$ cat src/rtl/hit_rate_monitor.sv
// Counts rising edges of the pattern-detector strobe over fixed back-to-back windows and raises a level IRQ on threshold.
// Optional lifetime event counter is built when HIT_RATE_MON_TOTAL_EN is defined; otherwise total_count_o is tied to 0.
module hit_rate_monitor #(
    parameter int CNT_W = 8,
    parameter int WIN_W = 16
) (
    input  logic             clk,
    input  logic             rst_n,
    input  logic             en_i,
    input  logic             hit_i,
    input  logic [WIN_W-1:0] win_len_i,
    input  logic [CNT_W-1:0] thresh_i,
    input  logic             irq_ack_i,
    output logic [CNT_W-1:0] win_count_o,
    output logic [CNT_W-1:0] last_count_o,
    output logic             win_done_o,
    output logic             irq_o,
    output logic [CNT_W-1:0] total_count_o
);

    localparam logic [CNT_W-1:0] CNT_ZERO = {CNT_W{1'b0}};
    localparam logic [CNT_W-1:0] CNT_ONE  = {{(CNT_W-1){1'b0}}, 1'b1};
    localparam logic [CNT_W-1:0] CNT_MAX  = {CNT_W{1'b1}};
    localparam logic [WIN_W-1:0] WIN_ZERO = {WIN_W{1'b0}};
    localparam logic [WIN_W-1:0] WIN_ONE  = {{(WIN_W-1){1'b0}}, 1'b1};

    typedef enum logic [1:0] {
        ST_IDLE  = 2'd0,
        ST_RUN   = 2'd1,
        ST_ALERT = 2'd2
    } state_e;

    function automatic logic [CNT_W-1:0] sat_inc(input logic [CNT_W-1:0] v, input logic inc);
        if (inc && (v != CNT_MAX)) begin
            return v + CNT_ONE;
        end else begin
            return v;
        end
    endfunction

    state_e           state_q, state_d;
    logic             hit_q;
    logic [CNT_W-1:0] win_count_q, win_count_d;
    logic [CNT_W-1:0] last_count_q, last_count_d;
    logic [WIN_W-1:0] win_cyc_q, win_cyc_d;
    logic             win_done_q, win_done_d;
    logic             irq_q, irq_d;
    logic             armed_q, armed_d;

    logic             event_s;
    logic             active_s;
    logic             close_s;
    logic             fire_s;
    logic [CNT_W-1:0] cnt_inc_s;

    // Event detection, window-close and threshold-fire qualifiers
    always_comb begin
        event_s   = hit_i & ~hit_q;
        active_s  = en_i & ((state_q == ST_RUN) | (state_q == ST_ALERT));
        cnt_inc_s = sat_inc(win_count_q, event_s);
        if (win_len_i != WIN_ZERO) begin
            close_s = active_s & (win_cyc_q == (win_len_i - WIN_ONE));
        end else begin
            close_s = 1'b0;
        end
        // Crossings while already in ALERT are ignored, so firing is RUN-only
        fire_s = active_s & (state_q == ST_RUN) & armed_q &
                 (thresh_i != CNT_ZERO) & (cnt_inc_s >= thresh_i);
    end

    // FSM next-state; dropping en_i overrides both fire and acknowledge
    always_comb begin
        state_d = state_q;
        case (state_q)
            ST_IDLE: begin
                if (en_i) begin
                    state_d = ST_RUN;
                end else begin
                    state_d = ST_IDLE;
                end
            end
            ST_RUN: begin
                if (!en_i) begin
                    state_d = ST_IDLE;
                end else if (fire_s) begin
                    state_d = ST_ALERT;
                end else begin
                    state_d = ST_RUN;
                end
            end
            ST_ALERT: begin
                if (!en_i) begin
                    state_d = ST_IDLE;
                end else if (irq_ack_i) begin
                    state_d = ST_RUN;
                end else begin
                    state_d = ST_ALERT;
                end
            end
            default: begin
                state_d = ST_IDLE;
            end
        endcase
    end

    // Window counters, completed-window capture and re-arm; close wins over fire on armed
    always_comb begin
        win_count_d  = win_count_q;
        win_cyc_d    = win_cyc_q;
        last_count_d = last_count_q;
        win_done_d   = 1'b0;
        armed_d      = armed_q;
        if (active_s) begin
            if (close_s) begin
                win_count_d  = CNT_ZERO;
                win_cyc_d    = WIN_ZERO;
                last_count_d = cnt_inc_s;
                win_done_d   = 1'b1;
                armed_d      = 1'b1;
            end else begin
                win_count_d  = cnt_inc_s;
                win_done_d   = 1'b0;
                last_count_d = last_count_q;
                if (win_len_i != WIN_ZERO) begin
                    win_cyc_d = win_cyc_q + WIN_ONE;
                end else begin
                    win_cyc_d = win_cyc_q;
                end
                if (fire_s) begin
                    armed_d = 1'b0;
                end else begin
                    armed_d = armed_q;
                end
            end
        end else begin
            win_count_d  = CNT_ZERO;
            win_cyc_d    = WIN_ZERO;
            last_count_d = last_count_q;
            win_done_d   = 1'b0;
            armed_d      = 1'b1;
        end
        irq_d = (state_d == ST_ALERT);
    end

    // State and datapath registers
    always_ff @(posedge clk or negedge rst_n) begin
        if (!rst_n) begin
            state_q      <= ST_IDLE;
            hit_q        <= 1'b0;
            win_count_q  <= CNT_ZERO;
            last_count_q <= CNT_ZERO;
            win_cyc_q    <= WIN_ZERO;
            win_done_q   <= 1'b0;
            irq_q        <= 1'b0;
            armed_q      <= 1'b1;
        end else begin
            state_q      <= state_d;
            hit_q        <= hit_i;
            win_count_q  <= win_count_d;
            last_count_q <= last_count_d;
            win_cyc_q    <= win_cyc_d;
            win_done_q   <= win_done_d;
            irq_q        <= irq_d;
            armed_q      <= armed_d;
        end
    end

    assign win_count_o  = win_count_q;
    assign last_count_o = last_count_q;
    assign win_done_o   = win_done_q;
    assign irq_o        = irq_q;

`ifdef HIT_RATE_MON_TOTAL_EN
    logic [CNT_W-1:0] total_q, total_d;

    // Lifetime event count, cleared only by reset
    always_comb begin
        if (active_s) begin
            total_d = sat_inc(total_q, event_s);
        end else begin
            total_d = total_q;
        end
    end

    // Lifetime counter register
    always_ff @(posedge clk or negedge rst_n) begin
        if (!rst_n) begin
            total_q <= CNT_ZERO;
        end else begin
            total_q <= total_d;
        end
    end

    assign total_count_o = total_q;
`else
    assign total_count_o = CNT_ZERO;
`endif

endmodule

$ cat config.mk
export PLATFORM = sky130hd
export DESIGN_NAME = hit_rate_monitor
export DESIGN_NICKNAME = d
export VERILOG_FILES = /design/src/rtl/hit_rate_monitor.sv
export SDC_FILE = /design/constraint.sdc
export NUM_CORES = 1
export LEC_CHECK = 0
export ABC_CLOCK_PERIOD_IN_PS = 3400
export CORE_MARGIN = 2
export CORE_UTILIZATION = 52
export CTS_CLUSTER_DIAMETER = 40
export CTS_CLUSTER_SIZE = 40
export DETAILED_ROUTE_END_ITERATION = 12
export PLACE_DENSITY = 0.87
export SYNTH_ARGS = -nofsm -noshare
export SYNTH_HDL_FRONTEND = slang
export SYNTH_SLANG_ARGS = --single-unit
export TNS_END_PERCENT = 10
$ cat constraint.sdc
create_clock -name clk -period 3.4 [get_ports clk]
set_clock_uncertainty 0.15 [all_clocks]
set_input_delay 0.68 -clock clk [delete_from_list [all_inputs] [get_ports clk]]
set_output_delay 0.68 -clock clk [all_outputs]
set_load 0.05 [all_outputs]
==> metrics.md <==
| Metric | Value |
|---|---|
| Main synth FF type | `dfrtp_1` |
| Max-Cap Viols | `0` |
| Sink Count | `38` |
| DP HPWL | `5.01 mm` |
| Top cell type's share of synthesized area | `33.2%` |
| CTS clk-pin slew, worst paths | `0.08 ns` |
| # DRC | `0` |
| Overflow after GRT | `0` |
| Fin. max-slew vios | `0` |
| Switch share | `roughly a quarter` |
| Hold slack final | `0.329 ns` |
| Die Ht | `77.2 um` |
| Worst path slowest cell | `clkdlybuf4s50_1` |
| PortBufs | `46` |
| Power Internal | `743 uW` |
| TritonCTS clock tree | `built` |
| Worst VDD drop | `slightly above 0.0003 V` |
| Seq/Total Area, Yosys | `34.1%` |
| Final Hold Vio Count | `0` |
| Dpl ws | `-0.234 ns` |
| Worst setup margin | `0.132 ns` |
| Critical Path RT | `3.45 ns` |
| Async SR Flop Fraction | `100%` |
| Final GP Congestion | `0.925` |
| Critical path cell sequence | `clkdlybuf4s50_1, nor2b_1, o21ai_1, or2_2, buf_4, nor2_1, xor2_1, ha_1, inv_1, a22oi_1, and4_1, nand2_1, a211oi_1` |
| Max-slew headroom | `45.5%` |
| ANT cells | `0` |
| Finished Cell Area | `3560 sq um` |
| Via count | `2492` |
| Row cnt | `26` |
| Clk buf depth | `2` |
| Syn_area_per_cell | `between 9 and 10 sq um` |
| P_leak | `1.55 nW` |
| Core area | `5140 sq um` |
| Post-layout min period | `3.27 ns` |
| Clock network power share | `37.6%` |
| CP arrival | `about 3.3 ns` |
| Clock buffer count from CTS | `5` |
| Buf/Inv on CP | `3` |
| Total negative slack | `0 ns` |
| Hold Crit Class | `in -> async` |
| Worst-Skew Late Latency | `0.29 ns` |
| Delay-heaviest family, CP | `simple AND/OR/NAND/NOR gates` |
| Area Overhead vs Synth | `27.7%` |
| DIE AREA | `5970 sq um` |
| Peak Freq | `306 MHz` |
| Max FO, Critical Path | `2` |
| Fin nets | `412` |
| Seq pwr share | `between 40% and 50%` |
| Mapped cell area | `2790 sq um` |
| Leading area contributor after synthesis | `dfrtp_1` |
| Endpoint type of the worst setup path | `flip-flop` |
| Worst setup SP type | `input port` |
| Post-placement cell count | `approximately 430` |
| First drt pass iteration count | `4` |
| I/O pin count | `55` |
| # H-tree levels | `2` |
| Count leader, synth | `dfrtp_1` |
| Share of cells above drive strength 1 | `15.2%` |
| Final worst-path cycle share | `between 90 and 100%` |
| Status | `finished clean` |
| Number of global-route vias before repair | `2374` |
| Avg WL per Cell | `15.6 um` |
| Detail Route Antenna Nets | `0` |
| Worst-margin pin slew | `a little over 0.8 ns` |
| Ys Warns | `0` |
| First-pass GRT wire length | `11.1 mm` |
| Overall routing resource usage | `a little under a quarter` |
| Cells after Synth | `297` |
| Pin count of the biggest net entering global routing | `39` |
| Vias/cell | `about 5.7` |
| Die X | `77.2 um` |
| Iter 0 DRT Violations | `between 150 and 200` |
| Dpl cell area | `about 3400 sq um` |
| Antenna violations before repair | `0` |
| Synth area leaders | `dfrtp_1, xnor2_1, ha_1, nor3_1, xor2_1` |
| Initial Utilization | `a little over half` |
| CP peak stage delay | `around 0.48 ns` |
| Setup CP Type | `in -> reg` |
| Post-synth EDFFs | `0` |
| Fillers | `426` |
| FF+latch count, synth | `38` |
| Cell variety after synth | `about 60` |
| Post-synth top cells | `dfrtp_1, nor3_1, xnor2_1, inv_1` |
| Non-filler cells, final | `roughly 440` |
| Combinational share of power | `16.6%` |
| Power density over the cells | `281 nW/um^2` |
| Switch Pwr | `258 uW` |
| Final wirelength | `6.83 mm` |
| Root Driver | `clkbuf_8` |
| Setup violations, final | `0` |
[cells in the final DEF, fill, tap and decap left out, drive strengths merged, types with 3 or more instances in the layout]
cell and count:
a21oi 9, and3 7, buf 28, clkbuf 5, clkdlybuf4s50 45, conb 8
dfrtp 37, ha 16, inv 19, mux2 8, nand2 16, nand3 7
nand3b 3, nand4 6, nor2 16, nor2b 6, nor3 29, nor3b 8
nor4 9, o21ai 4, xnor2 28, xor2 11
[area by class of cell]
cell class / count / area (sq um) / area share (%)
timing repair buffer: 73 / 671 / 18.8
tap: 70 / 87.6 / 2.46
clock inverter: 3 / 40.0 / 1.12
inverter: 19 / 71.3 / 2.00
clock buffer: 5 / 68.8 / 1.93
sequential: 38 / 952 / 26.7
multi-input combinational: 230 / 1670 / 46.9
[repair_timing]
| action | CTS | global route |
|---|---|---|
| resized for setup | 1 | 1 |
| endpoints found under the setup margin | 1 | 2 |
| pin swaps | 0 | 0 |
| hold buffers | 0 | 0 |
| setup buffers | 0 | 2 |
[power groups by stage]
stage                     Combinational [mW]  Clock, mW  Sequential (mW)
after floorplan                       0.0868          0            0.468
after global placement                 0.159          0            0.467
after detailed placement               0.164          0            0.467
after CTS                              0.166      0.380            0.458
after global routing                   0.180      0.401            0.458
final                                  0.166      0.376            0.458
[path summary, 6_finish.rpt]
kind                       cells past startpoint                        start  slack [ns]                          end
setup / recovery                              13                        hit_i        0.13              irq_o$_DFF_PN0_
hold / removal                                 1                        rst_n        0.33         state_q[1]$_DFF_PN0_
setup reg to reg                              13     win_count_o[0]$_DFF_PN0_        0.35              irq_o$_DFF_PN0_
hold reg to reg                                1  last_count_o[7]$_DFFE_PN0P_        0.36  last_count_o[7]$_DFFE_PN0P_
max in group asynchronous                      1                        rst_n        2.25  last_count_o[6]$_DFFE_PN0P_
min in group clk                               1  last_count_o[7]$_DFFE_PN0P_        0.36  last_count_o[7]$_DFFE_PN0P_
[flip-flops by register name (all words and copies together), names as in the netlist]
signal,count
irq_o,1
hit_q,1
win_cyc_q,16
last_count_o,8
state_q,2
win_done_o,1
win_count_o,8
armed_q,1
[stage by stage]
stage,util [%],power (mW)
3_5_place_dp,66.8,0.631
3_3_place_gp,66.8,0.626
4_1_cts,68.9,1.00
2_1_floorplan,-,0.554
6_report,69.3,1.00
5_1_grt,69.3,1.04
[per-layer routing]
metal	share of wire [%]	track usage, %	wire (um)	up-vias
li1	-	-	-	1188
met1	44	31.2	3000	1234
met2	51	38.0	3470	61
met3	3.8	3.29	257	9
met4	1.6	7.68	106	0
met5	0	0	0	-
[logic make-up after synthesis]
logic type	count (synthesis)	share of synthesized area [%]
other	1	0.134
buffers and inverters	36	7.04
multiplexers	10	4.49
AO/OA/AOI/OAI	40	10.9
flip-flops	38	34.1
AND/OR/NAND/NOR	117	23.8
XOR/XNOR	39	12.2
adder cells (fa/ha/maj)	16	7.18
(Power assumes the default switching activity.)
